File: src/rtl/alu_seq_pkg.sv
// Shared types and code points for the ALU instruction sequencer:
// opcodes, bus select codes, FSM states and the registered control word.
package alu_seq_pkg;

  typedef enum logic [3:0] {
    OP_MOV  = 4'h0, OP_ADD  = 4'h1, OP_ADC  = 4'h2, OP_SUB  = 4'h3,
    OP_SBC  = 4'h4, OP_AND  = 4'h5, OP_OR   = 4'h6, OP_XOR  = 4'h7,
    OP_NOT  = 4'h8, OP_SHL  = 4'h9, OP_RLC  = 4'hA, OP_SWAP = 4'hB,
    OP_CMP  = 4'hC, OP_LDI  = 4'hD, OP_NOP  = 4'hE, OP_HALT = 4'hF
  } op_e;

  typedef enum logic [1:0] {
    ST_IDLE, ST_IMM, ST_EXEC, ST_HALT
  } state_e;

  localparam logic [3:0] OUT_FLAGS  = 4'd4;
  localparam logic [3:0] OUT_ADDSUB = 4'd5;
  localparam logic [3:0] OUT_ANDOR  = 4'd6;
  localparam logic [3:0] OUT_SHSW   = 4'd7;
  localparam logic [3:0] OUT_XORNOT = 4'd10;
  localparam logic [3:0] OUT_NONE   = 4'd15;

  localparam logic [3:0] LOAD_FLAGS = 4'd7;
  localparam logic [3:0] LOAD_NONE  = 4'd15;

  localparam logic [2:0] ARGR_ZERO  = 3'd6;
  localparam logic [2:0] ARGR_NONE  = 3'd7;

  typedef struct packed {
    logic [3:0] outctl;
    logic [3:0] loadctl;
    logic [1:0] arg_l;
    logic [2:0] arg_r;
    logic       alt;
    logic       calcfn;
    logic       cin;
    logic       bus_oe;
    logic [7:0] bus_out;
  } ctl_t;

  localparam ctl_t CTL_IDLE = '{
    outctl:  OUT_NONE,
    loadctl: LOAD_NONE,
    arg_l:   2'd0,
    arg_r:   ARGR_NONE,
    alt:     1'b0,
    calcfn:  1'b1,
    cin:     1'b0,
    bus_oe:  1'b0,
    bus_out: 8'h00
  };

endpackage

File: src/rtl/alu_op_decode.sv
// Pure combinational opcode decode into the control word driven during EXEC.
module alu_op_decode
  import alu_seq_pkg::*;
(
  input  op_e        op,
  input  logic [1:0] dst,
  input  logic [1:0] src,
  input  logic [7:0] imm,
  input  logic       carry,
  output ctl_t       ctl
);

  ctl_t base;

  always_comb begin
    // Two-operand ALU form: dst op src -> dst, flags updated.
    base         = CTL_IDLE;
    base.arg_l   = dst;
    base.arg_r   = {1'b0, src};
    base.loadctl = {2'b00, dst};
    base.calcfn  = 1'b0;

    ctl = base;
    case (op)
      OP_MOV:  begin
        ctl.outctl = OUT_ADDSUB;
        ctl.arg_l  = src;
        ctl.arg_r  = ARGR_ZERO;
        ctl.calcfn = 1'b1;
      end
      OP_ADD:  ctl.outctl = OUT_ADDSUB;
      OP_ADC:  begin ctl.outctl = OUT_ADDSUB; ctl.cin = carry; end
      OP_SUB:  begin ctl.outctl = OUT_ADDSUB; ctl.alt = 1'b1; ctl.cin = 1'b1; end
      OP_SBC:  begin ctl.outctl = OUT_ADDSUB; ctl.alt = 1'b1; ctl.cin = carry; end
      OP_AND:  ctl.outctl = OUT_ANDOR;
      OP_OR:   begin ctl.outctl = OUT_ANDOR; ctl.alt = 1'b1; end
      OP_XOR:  ctl.outctl = OUT_XORNOT;
      OP_NOT:  begin
        ctl.outctl = OUT_XORNOT;
        ctl.alt    = 1'b1;
        ctl.arg_l  = src;
        ctl.arg_r  = ARGR_NONE;
      end
      OP_SHL:  begin ctl.outctl = OUT_SHSW; ctl.arg_r = ARGR_NONE; end
      OP_RLC:  begin ctl.outctl = OUT_SHSW; ctl.arg_r = ARGR_NONE; ctl.cin = carry; end
      OP_SWAP: begin
        ctl.outctl = OUT_SHSW;
        ctl.alt    = 1'b1;
        ctl.arg_r  = ARGR_NONE;
        ctl.calcfn = 1'b1;
      end
      // Compare runs the subtract path for flags only; no register write.
      OP_CMP:  begin
        ctl.outctl  = OUT_ADDSUB;
        ctl.alt     = 1'b1;
        ctl.cin     = 1'b1;
        ctl.loadctl = LOAD_NONE;
      end
      OP_LDI:  begin
        ctl.outctl  = OUT_NONE;
        ctl.bus_oe  = 1'b1;
        ctl.bus_out = imm;
        ctl.arg_r   = ARGR_NONE;
        ctl.calcfn  = 1'b1;
      end
      default: ctl = CTL_IDLE;
    endcase
  end

endmodule

File: src/rtl/alu_sequencer.sv
// Byte-stream instruction sequencer: accepts opcode (+ optional immediate)
// bytes and drives one cycle of registered ALU/bus control per instruction.
module alu_sequencer
  import alu_seq_pkg::*;
(
  input  logic       clk,
  input  logic       rst,
  input  logic [7:0] instr_data,
  input  logic       instr_valid,
  output logic       instr_ready,
  input  logic [3:0] fin,
  output logic [3:0] outctl,
  output logic [3:0] loadctl,
  output logic [1:0] arg_l,
  output logic [2:0] arg_r,
  output logic       alt,
  output logic       calcfn,
  output logic       cin,
  output logic [7:0] bus_out,
  output logic       bus_oe,
  output logic       halted
);

  state_e     state, state_d;
  op_e        op_q, dec_op;
  logic [1:0] dst_q, src_q, dec_dst, dec_src;
  logic       accept;
  ctl_t       dec_ctl, ctl_d, ctl_q;

  assign instr_ready = (state == ST_IDLE) || (state == ST_IMM);
  assign accept      = instr_valid && instr_ready;

  // In IDLE the decode sees the incoming byte so a 1-byte op's controls
  // are registered on the same edge that accepts it.
  always_comb begin
    dec_op  = op_q;
    dec_dst = dst_q;
    dec_src = src_q;
    if (state == ST_IDLE) begin
      dec_op  = op_e'(instr_data[7:4]);
      dec_dst = instr_data[3:2];
      dec_src = instr_data[1:0];
    end
  end

  alu_op_decode u_dec (
    .op    (dec_op),
    .dst   (dec_dst),
    .src   (dec_src),
    .imm   (instr_data),
    .carry (fin[0]),
    .ctl   (dec_ctl)
  );

  always_comb begin
    state_d = state;
    case (state)
      ST_IDLE: if (accept) begin
        case (op_e'(instr_data[7:4]))
          OP_LDI:  state_d = ST_IMM;
          OP_HALT: state_d = ST_HALT;
          default: state_d = ST_EXEC;
        endcase
      end
      ST_IMM:  if (accept) state_d = ST_EXEC;
      ST_EXEC: state_d = ST_IDLE;
      ST_HALT: state_d = ST_HALT;
      default: state_d = ST_IDLE;
    endcase
  end

  assign ctl_d = (state_d == ST_EXEC) ? dec_ctl : CTL_IDLE;

  always_ff @(posedge clk or negedge rst) begin
    if (!rst) begin
      state  <= ST_IDLE;
      op_q   <= OP_MOV;
      dst_q  <= 2'd0;
      src_q  <= 2'd0;
      ctl_q  <= CTL_IDLE;
      halted <= 1'b0;
    end else begin
      state  <= state_d;
      ctl_q  <= ctl_d;
      halted <= (state_d == ST_HALT);
      if (state == ST_IDLE && accept) begin
        op_q  <= op_e'(instr_data[7:4]);
        dst_q <= instr_data[3:2];
        src_q <= instr_data[1:0];
      end
    end
  end

  assign outctl  = ctl_q.outctl;
  assign loadctl = ctl_q.loadctl;
  assign arg_l   = ctl_q.arg_l;
  assign arg_r   = ctl_q.arg_r;
  assign alt     = ctl_q.alt;
  assign calcfn  = ctl_q.calcfn;
  assign cin     = ctl_q.cin;
  assign bus_oe  = ctl_q.bus_oe;
  assign bus_out = ctl_q.bus_out;

endmodule

File: config.mk
export PLATFORM = sky130hd
export DESIGN_NAME = alu_sequencer
export DESIGN_NICKNAME = d
export VERILOG_FILES = /design/src/rtl/alu_seq_pkg.sv /design/src/rtl/alu_op_decode.sv /design/src/rtl/alu_sequencer.sv
export SDC_FILE = /design/constraint.sdc
export NUM_CORES = 1
export LEC_CHECK = 0
export BUFFER_PORTS_ARGS = -buffer_cell sky130_fd_sc_hd__buf_2
export CAP_MARGIN = 10
export CORE_MARGIN = 5
export CORE_UTILIZATION = 52
export DETAILED_ROUTE_END_ITERATION = 6
export PLACE_DENSITY = 0.87
export SLEW_MARGIN = 20
export SYNTH_ARGS = -nofsm -noshare
export SYNTH_HDL_FRONTEND = slang
export SYNTH_SLANG_ARGS = --single-unit
File: constraint.sdc
create_clock -name clk -period 1.84 [get_ports clk]
set_input_delay 0.552 -clock clk [delete_from_list [all_inputs] [get_ports clk]]
set_output_delay 0.552 -clock clk [all_outputs]
set_load 0.01 [all_outputs]
==> impl_metrics.yaml, run 1 <==
status:
  status: "finished clean"
layout:
  regArea_um2: 889.6
  drive_above_1_share_pct: 45.74
  final_common_cell: "buf_2"
  area_growth_pct: 16.38
  n_antenna_cell: 0
  fill_cells: 277
  final_cell_mix: "38 x buf_2, 24 x dfrtp_1, 13 x nand2_1"
  multi_input_area_um2: 757.0
  nets: 202
worst_setup_path:
  setup.worst_path.end_class: "flip-flop"
  cp-start-kind: "flip-flop"
  critical_path_class: "reg -> reg"
  cp.required_ns: 2.10
  worstPathArrival_ns: 2.00
  crit_fanout: 12
routing:
  wl_per_cell_um: 14.37
  num_vias: 1240
  drt-total-wl_um: 3363
  viasPerCell: 5.299
  detail-route-antenna-nets: 0
  first_pass_iters: 4
  first_iter_violations: 42
  drc_errors: 0
floorplan:
  core-area_um2: 3284
  die_x_um: 67.75
  boundaryPins: 42
  rows: 21
  dieArea_um2: 4590
  start_util_pct: 52.80
  die_h_um: 67.75
global_routing:
  grt_pass1_vias: 1261
  grt_remaining_overflow: 0
  grt_pass1_wl_um: 5885
  antenna_found_initial: 0
  grt_max_degree: 36
  grt_usage_pct: 17.56
logic_synthesis:
  synth_edf_count: 0
  synthDistinctLibCells: 47
  avgSynthCellArea_um2: 12.13
  yosys_warnings: 0
  yosysSeqAreaShare_pct: 51.30
  async_reset_ff_share_pct: 100.0
  ys.flop_type: "dfrtp_1"
  syn_nets: 158
  synth_cells: 143
  netlist_area_um2: 1734
  synth_seq_cells: 35
clock_network:
  cts.sinks: 35
  postCtsHoldBufs: 0
  cts_buffers: 5
  ctsResizeCount: 0
  max-clock-path-buffers: 2
  root_buffer: "clkbuf_4"
  cts_tree: "yes"
  cts_setup_buffers: 0
  h-tree-depth: 2
  path_clk_slew_ns: 0.10
  clk_latency_ns: 0.34
power:
  p_per_area_nw_per_um2: 1577
  leakage_nw: 0.9311
  ir_worst_vdd_mv: 0.7826
sta:
  hold_viol: 0
  max_freq_ghz: 0.5727
  finClkSkew_ns: 0.007051
  holdWs_ns: 0.2199
  tightest_slew_ns: 0.4505
  period_share_pct: 94.90
  rsz0062_at_grt: "false"
  fin_setup_tns_ns: 0
  slew_violations: 0
  fin_crit_ns: 1.746
  setup_viol: 0
  relSlewSlack_pct: 69.93
job:
  cap_viol_max_count: 0
placement:
  hpwlAfterDp_um: 2543
  io_buffers: 38
  gp_congestion: 0.8482
hold_path:
  hold_path_class: "in -> async"
-- sequential cells by signal (all words and copies together), names as in the netlist --
| name | count |
|---|---|
| bus_out | 8 |
| op_q | 4 |
| outctl | 4 |
| arg_r | 3 |
| loadctl | 3 |
| arg_l | 2 |
| dst_q | 2 |
| src_q | 2 |
| state | 2 |
| alt | 1 |
| bus_oe | 1 |
| calcfn | 1 |
| cin | 1 |
| halted | 1 |
-- critical path, cell delays in order, from the launching register on --
cell and delay (ns):
dfrtp_1 0.42, or2_1 0.34, a21oi_4 0.35, mux2_2 0.39, o22ai_1 0.17
-- cell type report --
| cell class | count | share of cell area (%) |
|---|---|---|
| Tap cell | 46 | 2.852 |
| Clock buffer | 7 | 2.728 |
| Clock inverter | 1 | 0.2480 |
| Inverter | 3 | 0.5580 |
| Sequential cell | 35 | 44.08 |
| Timing Repair Buffer | 45 | 12.03 |
| Multi-Input combinational cell | 97 | 37.51 |
-- synth_stat cells, types with 2 or more instances --
| cell type | n | area (um2) |
|---|---|---|
| dfrtp_1 | 24 | 600.6 |
| nand2_1 | 13 | 48.80 |
| dfstp_2 | 11 | 289.0 |
| and2_1 | 10 | 62.56 |
| mux2_2 | 9 | 101.4 |
| mux2i_1 | 6 | 60.06 |
| buf_6 | 5 | 56.30 |
| o21ai_1 | 5 | 25.02 |
| a21oi_1 | 4 | 20.02 |
| o21ai_0 | 4 | 20.02 |
| inv_1 | 3 | 11.26 |
| nor3_1 | 3 | 15.01 |
| o211ai_1 | 3 | 22.52 |
| o21a_1 | 3 | 22.52 |
| o22ai_1 | 3 | 18.77 |
| a21o_1 | 2 | 15.01 |
| buf_4 | 2 | 15.01 |
| nand2b_1 | 2 | 12.51 |
| nand3_1 | 2 | 10.01 |
| xnor2_1 | 2 | 17.52 |
-- logic make-up after synthesis --
logic type             after synthesis  share of synthesized area [%]
AO/OA/AOI/OAI                       37                          16.81
XOR/XNOR                             3                          1.948
buffers and inverters               11                          5.050
flip-flops                          35                          51.30
multiplexers                        15                          9.308
AND/OR/NAND/NOR                     42                          15.59
-- metrics by stage --
stage,setup slack (ns),utilization (%),instances,area (um2),power (mW)
global route,0.01547,61.45,234,2018,3.425
detailed placement,0.05125,59.62,226,1958,2.771
global placement,0.08771,59.62,226,1958,2.713
finish,0.09388,61.45,234,2018,3.184
CTS,0.1197,61.45,234,2018,3.193
floorplan,0.2439,-,143,1734,2.445
-- power by group --
part	switching, mW	total [mW]	internal [mW]
logic	0.890	1.58	0.691
clock network	0.243	0.428	0.185
registers	0.127	1.17	1.05
-- layer usage --
layer  vias up  GRT usage, %  wire length, um
li1        603             -                -
met3         7         3.161              122
met4         0         10.89               79
met1       604         20.89             1479
met2        26         29.16             1681
met5         -             0                0
-- path summary, 6_finish.rpt --
kind | from | end | slack (ns) | cells past startpoint
min reg2reg | dst_q[1] | dst_q[1] | 0.52 | 1
max in group asynchronous | rst | loadctl[1] | 1.28 | 2
max | state[1] | arg_l[1] | 0.09 | 4
min | rst | bus_out[1] | 0.22 | 2
min in group clk | instr_data[1] | bus_out[1] | 0.45 | 2
max reg2reg | state[1] | arg_l[1] | 0.09 | 4
(Power assumes the default switching activity.)
==> run 2: changes to the inputs <==
Settings changed: SETUP_SLACK_MARGIN set to 0.2.
==> run 2 against run 1 <==
Effect of this change: sequential power barely moved; critical path depth rose by 1; die area did not move; largest cell class unchanged; largest power group unchanged; highest routed layer unchanged.
==> impl_metrics.yaml, run 2 (same netlist as run 1, synthesis figures left out) <==
floorplan:
  rows: 21
  dieArea_um2: 4590
  start_util_pct: 52.80
  boundaryPins: 42
  core-area_um2: 3284
  die_x_um: 67.75
  die_h_um: 67.75
sta:
  tightest_slew_ns: 0.4418
  max_freq_ghz: 0.6200
  period_share_pct: 87.66
  fin_crit_ns: 1.613
  finClkSkew_ns: 0.008026
  relSlewSlack_pct: 70.51
  fin_setup_tns_ns: 0
  setup_viol: 0
  rsz0062_at_grt: "true"
  hold_viol: 0
  worst_slack_ns: 0.2271
  slew_violations: 0
worst_setup_path:
  setup.worst_path.end_class: "flip-flop"
  path_cells: "buf_6 > or3b_4 > nand2_2 > o211ai_1 > o22ai_1"
  startpoint: "state[1]"
  cp.required_ns: 2.09
  rr_worst_depth: 5
  worst_path_max_delay_cell: "dfrtp_2"
  reg2reg_slack_ns: 0.23
  worstPathArrival_ns: 1.86
  slowest_delay_ns: 0.45
  rr_endpoint: "arg_l[1]"
  cp-start-kind: "flip-flop"
  crit_family: "simple AND/OR/NAND/NOR gates"
  critical_path_class: "reg -> reg"
  reg2reg_from: "state[1]"
  crit_fanout: 8
  crit_buf_inv: 1
clock_network:
  clk_latency_ns: 0.33
  max-clock-path-buffers: 2
  cts_buffers: 5
  postCtsHoldBufs: 0
  cts.sinks: 35
  root_buffer: "clkbuf_4"
  h-tree-depth: 2
  cts_tree: "yes"
  path_clk_slew_ns: 0.10
placement:
  dp_worst_setup_slack_ns: 0.05125
  dp_cells: 226
  io_buffers: 38
  gp_congestion: 0.8482
  hpwlAfterDp_um: 2543
routing:
  num_vias: 1252
  drc_errors: 0
  first_iter_violations: 61
  detail-route-antenna-nets: 0
  wl_per_cell_um: 14.57
  drt-total-wl_um: 3467
  first_pass_iters: 4
  viasPerCell: 5.261
layout:
  post_layout_nonfiller_instances: 238
  regArea_um2: 890.9
  nets: 206
  final_common_cell: "buf_2"
  n_antenna_cell: 0
  drive_above_1_share_pct: 50.52
  fill_cells: 270
  largest_reg_flops: 8
  final_cell_mix: "39 x buf_2, 23 x dfrtp_1, 12 x nand2_1"
  area_growth_pct: 20.78
  multi_input_area_um2: 800.8
global_routing:
  globalRoute.busiestLayer: "met2"
  met2_usage_pct: 29.65
  grt_usage_pct: 17.77
  grtUsageMet1_pct: 21.10
  grt_remaining_overflow: 0
  antenna_found_initial: 0
  grt_max_degree: 36
  grtUsageMet3_pct: 3.161
  grt_pass1_wl_um: 5968
  grt_pass1_vias: 1287
power:
  p_int_mw: 2.011
  p_total_mw: 3.327
  comb_power_share_pct: 51.5
  ir_worst_vdd_mv: 0.7716
  p_per_area_nw_per_um2: 1588
  p_seq_share_pct: 35.7
  power_switching_mw: 1.316
  leakage_nw: 0.9595
  power_switching_share_pct: 39.54
  power_frac_clock_pct: 12.7
status:
  status: "finished clean"
hold_path:
  hold_path_class: "in -> async"
job:
  cap_viol_max_count: 0
[run 2: metal layers]
metal	vias up	wire length [um]
met3	7	129
met1	603	1507
met5	-	0
met2	34	1750
met4	0	79
li1	608	-
[run 2: power by group through the flow]
stage / Combinational (mW) / Sequential [mW] / Clock, mW
3_5_place_dp: 1.58 / 1.19 / 0
5_1_grt: 1.87 / 1.22 / 0.482
6_report: 1.71 / 1.19 / 0.424
3_3_place_gp: 1.53 / 1.18 / 0
2_1_floorplan: 1.20 / 1.25 / 0
4_1_cts: 1.62 / 1.18 / 0.434
[run 2: through the flow]
stage	hold WS [ns]	util (%)	cell area, um2
after global placement	0.4884	59.62	1958
final	0.2290	63.77	2095
after detailed placement	0.4969	59.62	1958
after CTS	0.2328	62.29	2046
after floorplan	0.2564	-	1734
after global routing	0.2449	63.77	2095
[run 2: cell type report]
type / count / share of cell area, %
tap: 46 / 2.748
inverter: 3 / 0.5376
sequential: 35 / 42.53
clock inverter: 1 / 0.2389
clock buffer: 7 / 2.628
multi-input combinational: 97 / 38.23
timing repair buffer: 49 / 13.08
[run 2: timing repair]
item	CTS	global route
setup buffers	3	0
resized for setup	2	10
endpoints found under the setup margin	10	16
cloned	0	1
pin swaps	2	1
[run 2: how the worst max path moves through the flow]
| stage | endpoint | slack (ns) | cells past startpoint |
|---|---|---|---|
| final | arg_l[1] | 0.23 | 5 |
| after global routing | arg_l[0] | 0.17 | 5 |
| after CTS | alt | 0.21 | 5 |
| after detailed placement | bus_out[0] | 0.05 | 5 |
| after global placement | arg_l[0] | 0.09 | 5 |
| after floorplan | calcfn | 0.24 | 6 |
==> run 3: changes to the inputs <==
Settings changed: CELL_PAD_IN_SITES_DETAIL_PLACEMENT set to 1, CELL_PAD_IN_SITES_GLOBAL_PLACEMENT set to 1, CORE_UTILIZATION 52 to 41.
==> run 3 against run 2 <==
Effect of this change: via count up 11%; clock skew is essentially flat; critical path depth stayed put; sequential cell count stayed put; sequential power hardly changed; hold slack improved by 0.051 ns; die area up 23%; critical path type unchanged; largest cell class unchanged.
==> impl_metrics.yaml, run 3 (same netlist as run 1, synthesis figures left out) <==
clock_network:
  clk_latency_ns: 0.29
  max-clock-path-buffers: 2
  cts_tree: "yes"
  cts.sinks: 35
  root_buffer: "clkbuf_8"
  path_clk_slew_ns: 0.08
  postCtsHoldBufs: 0
  h-tree-depth: 2
  cts_buffers: 5
power:
  ir_worst_vdd_mv: 0.8264
  p_per_area_nw_per_um2: 1746
  leakage_nw: 1.033
  p_total_mw: 4.026
worst_setup_path:
  path_cells: "buf_12 > or3b_4 > and2_4 > xnor2_2 > o221ai_2"
  setup.worst_path.end_class: "flip-flop"
  slowest_delay_ns: 0.44
  critical_path_class: "reg -> reg"
  worstPathArrival_ns: 1.85
  cp.required_ns: 2.04
  cp-start-kind: "flip-flop"
  reg2reg_slack_ns: 0.19
  worst_path_max_delay_cell: "dfrtp_1"
  crit_fanout: 10
routing:
  drc_errors: 0
  first_pass_iters: 4
  wl_per_cell_um: 20.33
  num_vias: 1388
  first_iter_violations: 75
  detail-route-antenna-nets: 0
  viasPerCell: 5.597
  drt-total-wl_um: 5042
sta:
  worst_slack_ns: 0.1949
  rsz0062_at_grt: "true"
  relSlewSlack_pct: 71.37
  fin_setup_tns_ns: 0
  setup_viol: 0
  tightest_slew_ns: 0.4294
  hold_viol: 0
  period_share_pct: 89.41
  max_freq_ghz: 0.6078
  fin_crit_ns: 1.645
  finClkSkew_ns: 0.008187
  slew_violations: 0
global_routing:
  grt_remaining_overflow: 0
  antenna_found_initial: 0
  grt_max_degree: 36
  grt_pass1_wl_um: 7569
  grt_pass1_vias: 1535
  grt_usage_pct: 18.10
floorplan:
  core-area_um2: 4058
  die_x_um: 75.04
  die_h_um: 75.04
  dieArea_um2: 5630
  rows: 23
  start_util_pct: 42.74
  boundaryPins: 42
layout:
  area_growth_pct: 32.97
  regArea_um2: 890.9
  final_common_cell: "buf_2"
  multi_input_area_um2: 889.6
  nets: 212
  finish.utilization_pct: 56.83
  n_antenna_cell: 0
  final_cell_mix: "38 x buf_2, 23 x dfrtp_1, 13 x buf_4"
  largest_reg_flops: 8
  drive_above_1_share_pct: 55.56
  fill_cells: 433
job:
  cap_viol_max_count: 0
hold_path:
  hold_path_class: "in -> async"
status:
  status: "finished clean"
placement:
  dp_worst_setup_slack_ns: 0.01770
  gp_congestion: 0.8157
  hpwlAfterDp_um: 3270
  io_buffers: 38
-- run 3: cell types whose count changed in the layout (fill, tap and decap cells not counted), sizes merged --
cell,delta
nor3b,+1
buf,+5
bufinv,+1
clkbuf,-1
-- run 3: metal layers --
layer	routed length (um)	track usage (%)	share of wire, %	up-vias
met5	0	0	0	-
met1	1887	19.70	37	700
li1	-	-	-	618
met4	150	8.103	3.0	0
met3	320	5.207	6.3	17
met2	2684	32.40	53	53
-- run 3: timing repair --
action                                 in CTS  in global routing
cloned                                      1                  0
setup buffers                               3                  3
resized for setup                          10                 22
setup endpoints to repair                  17                 23
pin swaps                                   3                  8
endpoints found under the hold margin       0                  0
-- run 3: final timing paths --
path,startpoint,endpoint,depth (start not counted)
hold / removal,rst,bus_oe,2
setup / recovery,state[0],outctl[3],5
max in group asynchronous,rst,calcfn,2
min in group clk,instr_data[0],bus_out[0],2
setup reg to reg,state[0],outctl[3],5
hold reg to reg,src_q[1],src_q[1],1
-- run 3: where the power goes --
part           leakage (nW)  switching, mW  internal, mW
combinational         0.544           1.14         0.937
clock                0.0612          0.289         0.438
sequential            0.428          0.166          1.05
-- run 3: cell type report --
cell class                 count  area share [%]
tap                           50           2.713
clock buffer                   6           3.581
clock inverter                 2           1.519
multi-input combinational     98           38.58
sequential                    35           38.63
inverter                       3          0.4883
timing repair buffer          54           14.49
-- run 3: critical path: cells and delay by family, from the launching register on --
family          cells  cell delay (ns)
flops               1             0.44
compound gates      1             0.17
simple gates        2             0.63
xor+xnor            1             0.14
buf+inv             1             0.18
-- run 3: stage by stage --
stage	hold WS (ns)	area (um2)	std cells
floorplan	0.2564	1734	143
global placement	0.4897	1986	233
detailed placement	0.4971	1986	233
CTS	0.2918	2181	245
global route	0.3132	2306	248
finish	0.2803	2306	248
